[config.mk]
export PLATFORM = sky130hd
export DESIGN_NAME = bcd_range_counter
export DESIGN_NICKNAME = d
export VERILOG_FILES = /design/src/rtl/calendar_pkg.sv /design/src/rtl/bcd_range_limits.sv /design/src/rtl/bcd_range_counter.sv
export SDC_FILE = /design/constraint.sdc
export NUM_CORES = 1
export LEC_CHECK = 0
export ABC_AREA = 0
export CAP_MARGIN = 20
export CORE_ASPECT_RATIO = 0.5
export CORE_MARGIN = 1
export CORE_UTILIZATION = 30
export CTS_CLUSTER_SIZE = 16
export DETAILED_ROUTE_END_ITERATION = 10
export PLACE_DENSITY = 0.52
export SLEW_MARGIN = 20
export SYNTH_ARGS = -nofsm -noshare
export SYNTH_HDL_FRONTEND = slang
export SYNTH_SLANG_ARGS = --single-unit
export TNS_END_PERCENT = 1
[constraint.sdc]
create_clock -name I_SYS_CLK -period 6.21 [get_ports I_SYS_CLK]
set_input_delay 1.242 -clock I_SYS_CLK [delete_from_list [all_inputs] [get_ports I_SYS_CLK]]
set_output_delay 1.242 -clock I_SYS_CLK [all_outputs]
set_load 0.03 [all_outputs]
[src/rtl/calendar_pkg.sv]
// Shared types, conversion helpers and standard field ranges for the calendar counter chain.
package calendar_pkg;

    // One BCD digit and a tens/units BCD pair ([7:4] tens, [3:0] units).
    typedef logic [3:0] bcd_digit_t;
    typedef logic [7:0] bcd_pair_t;

    // Binary field value; 0..99 fits in 7 bits.
    typedef logic [6:0] bin7_t;

    // Standard field ranges (binary, inclusive).
    localparam int unsigned SEC_MIN_VAL  = 0;
    localparam int unsigned SEC_MAX_VAL  = 59;
    localparam int unsigned MIN_MIN_VAL  = 0;
    localparam int unsigned MIN_MAX_VAL  = 59;
    localparam int unsigned HR24_MIN_VAL = 0;
    localparam int unsigned HR24_MAX_VAL = 23;
    localparam int unsigned HR12_MIN_VAL = 1;
    localparam int unsigned HR12_MAX_VAL = 12;
    localparam int unsigned DAY_MIN_VAL  = 1;
    localparam int unsigned DAY_MAX_VAL  = 31;
    localparam int unsigned MON_MIN_VAL  = 1;
    localparam int unsigned MON_MAX_VAL  = 12;

    // The single action a counter performs in a cycle, highest priority first.
    typedef enum logic [2:0] {
        ACT_NONE,
        ACT_LOAD,
        ACT_CLAMP,
        ACT_ADJ_UP,
        ACT_ADJ_DOWN,
        ACT_TRIG
    } action_e;

    // Both nibbles hold a decimal digit.
    function automatic logic bcd_is_valid(input bcd_pair_t val);
        return (val[7:4] <= 4'd9) && (val[3:0] <= 4'd9);
    endfunction

    // Binary value of a BCD pair; only meaningful for valid pairs.
    function automatic bin7_t bcd_to_bin(input bcd_pair_t val);
        bin7_t tens;
        bin7_t units;
        tens  = {3'b000, val[7:4]};
        units = {3'b000, val[3:0]};
        return (tens * 7'd10) + units;
    endfunction

endpackage

[src/rtl/bcd_range_limits.sv]
// Active-mode range limits for a BCD field counter, in BCD digit and binary form.
module bcd_range_limits
    import calendar_pkg::*;
#(
    parameter int unsigned PAR_MIN     = 0,
    parameter int unsigned PAR_MAX     = 23,
    parameter int unsigned PAR_MIN_ALT = 1,
    parameter int unsigned PAR_MAX_ALT = 12
) (
    input  logic       mode_alt,
    input  bcd_digit_t tens,
    output bcd_digit_t min_units,
    output bcd_digit_t max_tens,
    output bcd_digit_t max_units,
    output bin7_t      min_bin,
    output bin7_t      max_bin,
    output bcd_digit_t units_ceiling
);

    // Minimums are single digits, so their tens digit is always zero.
    localparam bin7_t      MIN_PRI_BIN   = bin7_t'(PAR_MIN);
    localparam bin7_t      MAX_PRI_BIN   = bin7_t'(PAR_MAX);
    localparam bcd_digit_t MIN_PRI_UNITS = bcd_digit_t'(PAR_MIN);
    localparam bcd_digit_t MAX_PRI_TENS  = bcd_digit_t'(PAR_MAX / 10);
    localparam bcd_digit_t MAX_PRI_UNITS = bcd_digit_t'(PAR_MAX % 10);

    localparam bin7_t      MIN_ALT_BIN   = bin7_t'(PAR_MIN_ALT);
    localparam bin7_t      MAX_ALT_BIN   = bin7_t'(PAR_MAX_ALT);
    localparam bcd_digit_t MIN_ALT_UNITS = bcd_digit_t'(PAR_MIN_ALT);
    localparam bcd_digit_t MAX_ALT_TENS  = bcd_digit_t'(PAR_MAX_ALT / 10);
    localparam bcd_digit_t MAX_ALT_UNITS = bcd_digit_t'(PAR_MAX_ALT % 10);

    // Pick the limit set of the currently selected range mode.
    always_comb begin
        min_units = MIN_PRI_UNITS;
        max_tens  = MAX_PRI_TENS;
        max_units = MAX_PRI_UNITS;
        min_bin   = MIN_PRI_BIN;
        max_bin   = MAX_PRI_BIN;
        if (mode_alt) begin
            min_units = MIN_ALT_UNITS;
            max_tens  = MAX_ALT_TENS;
            max_units = MAX_ALT_UNITS;
            min_bin   = MIN_ALT_BIN;
            max_bin   = MAX_ALT_BIN;
        end
    end

    // Largest units digit allowed under the given tens digit: min(9, MAX - 10*tens).
    always_comb begin
        units_ceiling = 4'd9;
        if (tens == max_tens) begin
            units_ceiling = max_units;
        end else if (tens > max_tens) begin
            units_ceiling = '0;
        end
    end

endmodule

[src/rtl/bcd_range_counter.sv]
// Two-digit BCD field counter: primary/alternate range, carry chaining, per-digit adjust
// and validated parallel load.
module bcd_range_counter
    import calendar_pkg::*;
#(
    parameter int unsigned PAR_MIN     = 0,
    parameter int unsigned PAR_MAX     = 23,
    parameter int unsigned PAR_MIN_ALT = 1,
    parameter int unsigned PAR_MAX_ALT = 12
) (
    input  logic       I_SYS_CLK,
    input  logic       I_EXT_RST_N,
    input  logic       I_MODE_ALT,
    input  logic       I_LOAD_EN,
    input  logic [7:0] I_LOAD_VAL,
    input  logic       I_ADJ_UP,
    input  logic       I_ADJ_DOWN,
    input  logic [1:0] I_ADJ_SEL,
    input  logic       I_TRIG_F,
    output logic       O_TRIG_F,
    output logic       O_LOAD_ERR,
    output logic [3:0] O_COUNTA,
    output logic [3:0] O_COUNTB
);

    bcd_digit_t count_a_q, count_a_d;
    bcd_digit_t count_b_q, count_b_d;
    logic       trig_q, trig_d;
    logic       load_err_q, load_err_d;

    bcd_digit_t min_units;
    bcd_digit_t max_tens;
    bcd_digit_t max_units;
    bin7_t      min_bin;
    bin7_t      max_bin;
    bcd_digit_t units_ceiling;

    bin7_t      v_bin;
    bin7_t      load_bin;
    logic       load_ok;
    logic       sel_units;
    logic       sel_tens;
    action_e    action;

    bcd_digit_t tens_adj_b;
    bcd_digit_t tens_adj_a;
    bin7_t      tens_adj_bin;

    bcd_range_limits #(
        .PAR_MIN     (PAR_MIN),
        .PAR_MAX     (PAR_MAX),
        .PAR_MIN_ALT (PAR_MIN_ALT),
        .PAR_MAX_ALT (PAR_MAX_ALT)
    ) u_limits (
        .mode_alt      (I_MODE_ALT),
        .tens          (count_b_q),
        .min_units     (min_units),
        .max_tens      (max_tens),
        .max_units     (max_units),
        .min_bin       (min_bin),
        .max_bin       (max_bin),
        .units_ceiling (units_ceiling)
    );

    // Binary views of the current value and the load candidate, plus digit selection.
    always_comb begin
        v_bin     = bcd_to_bin({count_b_q, count_a_q});
        load_bin  = bcd_to_bin(I_LOAD_VAL);
        load_ok   = bcd_is_valid(I_LOAD_VAL) && (load_bin >= min_bin) && (load_bin <= max_bin);
        sel_units = ~I_ADJ_SEL[0];
        sel_tens  = I_ADJ_SEL[0] & ~I_ADJ_SEL[1];
    end

    // Choose the one action for this cycle; lower-priority requests are dropped.
    always_comb begin
        action = ACT_NONE;
        if (I_LOAD_EN) begin
            action = ACT_LOAD;
        end else if ((v_bin > max_bin) || (v_bin < min_bin)) begin
            action = ACT_CLAMP;
        end else if (I_ADJ_UP) begin
            action = ACT_ADJ_UP;
        end else if (I_ADJ_DOWN) begin
            action = ACT_ADJ_DOWN;
        end else if (I_TRIG_F) begin
            action = ACT_TRIG;
        end
    end

    // Tens-adjust candidate; the units digit is pulled back into range in the same cycle.
    always_comb begin
        if (action == ACT_ADJ_UP) begin
            // 10*(B+1) > MAX is the same as B >= MAX/10 in integer digits.
            tens_adj_b = (count_b_q >= max_tens) ? '0 : count_b_q + 4'd1;
        end else begin
            tens_adj_b = (count_b_q == '0) ? max_tens : count_b_q - 4'd1;
        end
        tens_adj_bin = bcd_to_bin({tens_adj_b, count_a_q});
        tens_adj_a   = count_a_q;
        if (tens_adj_bin > max_bin) begin
            tens_adj_a = max_units;
        end else if (tens_adj_bin < min_bin) begin
            tens_adj_a = min_units;
        end
    end

    // Next value and flags for the selected action.
    always_comb begin
        count_a_d  = count_a_q;
        count_b_d  = count_b_q;
        trig_d     = 1'b0;
        load_err_d = 1'b0;
        unique case (action)
            ACT_LOAD: begin
                if (load_ok) begin
                    count_b_d = I_LOAD_VAL[7:4];
                    count_a_d = I_LOAD_VAL[3:0];
                end else begin
                    load_err_d = 1'b1;
                end
            end
            ACT_CLAMP: begin
                if (v_bin > max_bin) begin
                    count_b_d = max_tens;
                    count_a_d = max_units;
                end else begin
                    count_b_d = '0;
                    count_a_d = min_units;
                end
            end
            ACT_ADJ_UP: begin
                if (sel_units) begin
                    // Value is in range here, so V+1 > MAX is V >= MAX.
                    if ((count_a_q == 4'd9) || (v_bin >= max_bin)) begin
                        count_a_d = (count_b_q == '0) ? min_units : '0;
                    end else begin
                        count_a_d = count_a_q + 4'd1;
                    end
                end else if (sel_tens) begin
                    count_b_d = tens_adj_b;
                    count_a_d = tens_adj_a;
                end
            end
            ACT_ADJ_DOWN: begin
                if (sel_units) begin
                    // V-1 < MIN is V <= MIN.
                    if ((count_a_q == '0) || (v_bin <= min_bin)) begin
                        count_a_d = units_ceiling;
                    end else begin
                        count_a_d = count_a_q - 4'd1;
                    end
                end else if (sel_tens) begin
                    count_b_d = tens_adj_b;
                    count_a_d = tens_adj_a;
                end
            end
            ACT_TRIG: begin
                if (v_bin == max_bin) begin
                    count_b_d = '0;
                    count_a_d = min_units;
                    trig_d    = 1'b1;
                end else if (count_a_q == 4'd9) begin
                    count_a_d = '0;
                    count_b_d = count_b_q + 4'd1;
                end else begin
                    count_a_d = count_a_q + 4'd1;
                end
            end
            default: begin
            end
        endcase
    end

    // Value and pulse flags; reset restarts at the active-mode minimum.
    always_ff @(posedge I_SYS_CLK) begin
        if (!I_EXT_RST_N) begin
            count_a_q  <= min_units;
            count_b_q  <= '0;
            trig_q     <= 1'b0;
            load_err_q <= 1'b0;
        end else begin
            count_a_q  <= count_a_d;
            count_b_q  <= count_b_d;
            trig_q     <= trig_d;
            load_err_q <= load_err_d;
        end
    end

    assign O_COUNTA   = count_a_q;
    assign O_COUNTB   = count_b_q;
    assign O_TRIG_F   = trig_q;
    assign O_LOAD_ERR = load_err_q;

endmodule
==> metrics <==
status=complete, no violations; clk_skew=roughly 0.01 ns; DR vias/cell=5.64; Post-Route WL=8330 um; Slowest Stage Delay on Critical Path=0.34 ns; Int Power=0.781 mW; worst skew pair latency=0.25 ns; grt total ovfl=0; area grow syn2layout=30.0%; Slew Limit Fails=0; number of hold buffers added after cts=0; area of the multi-input gates=2240 um^2; Leak=1.45 nW; Worst EP arrival=5.98 ns; Slew Limit Headroom=60.7%; Sw Share=50.8%; first-pass GRT wire length=13700 um; Most used DFF post-synth=dfxtp_1; YS warnings=0; syn avg cell area=8.15 um^2; combinational group share of total power=85.7%; HPWL after DPL=between 6000 and 7000 um; Reg area=240 um^2; Max clock buf depth=2; crit-path most repeated cell=ha_1; Total Die Area=roughly 9000 um^2; Peak VDD IR=approximately 0.00017 V; core area=a little over 8000 um^2; Synth Register Bits=10; clk slew on worst S/H paths=0.05 ns; initial antenna violation count=0; height of the die=67.4 um; net switching power=0.805 mW; post-synth cell types=70; CTS tree=built; Ports=27; CTS Buf Count=3; CP max FO=4; H-tree depth=1; CP bufs+invs=4; Port Buf Inserts=26; DRC=0; Avg WL per Cell=17.1 um; clk sinks=10; minimum clock period=5.90 ns; initial core utilization=31.5%; number of global-route vias before repair=roughly 2600; CP Cell Sequence=dlygate4sd2_1 -> buf_4 -> ha_1 -> and3_4 -> and3_1 -> a21oi_2 -> nor4b_4 -> buf_4 -> nand2_2 -> mux2_4 -> inv_1 -> ha_1 -> ha_1 -> a21oi_2 -> xnor2_1 -> ha_1 -> and3_1 -> o21ai_0 -> a32oi_1 -> or2_2 -> a2111o_1 -> a21boi_2 -> o31ai_1 -> a211oi_1; Post-synth ARST share=0%; most frequent cells in the layout=40 x ha_1, 40 x buf_4, 25 x nand2_1, 25 x nor2_1, 25 x clkdlybuf4s50_1; max_cap viols=0; Post-synth EDFFs=4; GRT Total Usage=19.7%; syn nets=379; CP Class=primary input to register; CP delay by family, top=compound AO/OA/AOI/OAI gates; nets@finish=439; Final setup viols=0; max frequency=169 MHz; RSZ-0062 raised after global routing=no; pre-CTS setup slack=-0.362 ns; DR pass1 iterations=5; Initial DRC Count=165; required time of the worst setup path=6.28 ns; Rows=23; Slew @ Worst Pin=0.587 ns; slowest CP cell=a2111o_1; share of cells above drive strength 1=20.3%; final hold vios=0; register share of total power=6.6%; Die Span X=133 um; Fillers=815; pwr/cell area=approximately 480 nW/um^2; class of the worst hold path=register to register; Vias=2742; CTS Root Cell=clkbuf_16; routability cong.=0.937; crit end category=register; final core utilization=41.0%; final worst setup slack=0.308 ns; Final ANT Viol Nets=0; Min Hold Slack=about 0.66 ns; clock share of power=under 10%; sequential area share after synthesis=9.36%; period utilisation layout=95.0%; ANT cells=0; startpoint types=primary input; Syn Std Cell Area=~2600 um^2; Syn Inst Count=~320; largest net degree at the start of global routing=18
==> worst paths after layout <==
| kind | startpoint | slack [ns] | cells after the start | end |
|---|---|---|---|---|
| min | O_COUNTB[3]$_SDFFE_PN0P_ | 0.66 | 3 | O_COUNTB[3]$_SDFFE_PN0P_ |
| min reg2reg | O_COUNTB[3]$_SDFFE_PN0P_ | 0.66 | 3 | O_COUNTB[3]$_SDFFE_PN0P_ |
| max reg2reg | O_COUNTA[1]$_SDFFCE_PN0P_ | 0.35 | 25 | O_COUNTA[2]$_SDFFCE_PN0P_ |
| max | I_MODE_ALT | 0.31 | 24 | O_COUNTA[2]$_SDFFCE_PN0P_ |
==> worst reg2reg max path: stages (launching register included) <==
cell      delay [ns]
edfxtp_1        0.48
ha_1            0.31
fa_1            0.46
xor2_1          0.19
ha_1            0.27
and3_4          0.19
and3_1          0.20
a21oi_2         0.06
nor4b_4         0.30
buf_4           0.17
nand2_2         0.06
mux2_4          0.31
inv_1           0.06
ha_1            0.23
ha_1            0.31
a21oi_2         0.19
xnor2_1         0.16
ha_1            0.28
and3_1          0.18
o21ai_0         0.08
a32oi_1         0.09
or2_2           0.28
a2111o_1        0.34
a21boi_2        0.17
o31ai_1         0.09
a211oi_1        0.21
==> metrics by stage <==
stage,instances,power (mW),TNS [ns],cell area (um^2)
CTS,483,1.51,0,3260
detailed placement,479,1.37,-1.39,3180
finish,486,1.59,0,3340
floorplan,315,0.974,0,2570
global placement,479,1.35,-0.734,3180
global route,486,1.73,0,3340
==> area by class of cell <==
type                    instances  share of cell area (%)
repair buffers                 67                    17.1
well taps                     112                    4.20
flip-flops and latches         10                    7.20
clock buffers                   4                    2.36
multi-input cells             275                    67.1
inverters                      18                    2.02
==> registers in the layout (all words and copies together), names as in the netlist <==
| name | count |
|---|---|
| O_COUNTA | 4 |
| O_LOAD_ERR | 1 |
| O_COUNTB | 4 |
| O_TRIG_F | 1 |
==> what timing repair did <==
item / 4_1_cts / 5_1_grt
endpoints found under the setup margin: 4 / 4
setup buffers: 0 / 3
resized for setup: 3 / 10
pin swaps: 0 / 4
gates cloned: 0 / 0
==> metal layers <==
metal | routed length (um) | vias up | GRT usage (%) | share of wire [%]
met5 | 0 | - | 0 | 0
met4 | 137 | 0 | 4.60 | 1.6
met3 | 443 | 12 | 2.40 | 5.3
met2 | 3730 | 86 | 33.6 | 45
met1 | 4030 | 1336 | 26.7 | 48
li1 | - | 1308 | - | -
==> Yosys cell counts, types with 2 or more instances <==
library cell	number	share of area [%]
fa_1	6	4.7
a32o_1	2	0.78
nand2b_1	4	0.97
a211oi_2	2	0.97
ha_1	41	20
nand4_1	6	1.5
a2111o_1	2	0.88
nor2_1	25	3.7
mux2i_1	3	1.2
nand3_1	10	2.0
o2111ai_1	3	1.0
edfxtp_1	4	4.7
o21ai_0	22	4.3
dfxtp_1	6	4.7
a21oi_1	13	2.5
buf_6	3	1.3
a41oi_1	2	0.68
a211o_1	3	1.0
a21o_1	5	1.5
o22ai_1	2	0.49
xor2_1	11	3.8
o31ai_1	4	1.2
a31oi_1	4	0.97
nor2b_1	9	2.2
xnor2_1	7	2.4
nor3_1	5	0.97
a32oi_1	4	1.4
mux2_2	2	0.88
a22oi_1	2	0.58
clkbuf_1	5	0.73
and3_1	8	2.0
o311a_1	3	1.2
buf_2	3	0.58
inv_1	18	2.6
a21oi_2	2	0.68
nand3_2	2	0.78
a221oi_1	3	1.0
nand3b_1	2	0.58
nand2_1	26	3.8
==> logic make-up after synthesis <==
group,after synthesis,synth area share (%)
buffers and inverters,30,5.56
adders and majority gates,47,24.7
xor gates and xnor gates,19,7.22
AOI/OAI and AO/OA,93,27.4
and+or+nand+nor,110,23.2
muxes,6,2.63
DFF,10,9.36
==> power groups by stage <==
stage	Clock, mW	Combinational, mW	Sequential [mW]
after detailed placement	0	1.27	0.104
after global placement	0	1.24	0.104
after floorplan	0	0.841	0.133
after global routing	0.129	1.50	0.105
after CTS	0.123	1.29	0.103
final	0.123	1.36	0.104
No activity file was read; power rests on OpenSTA's default activity.
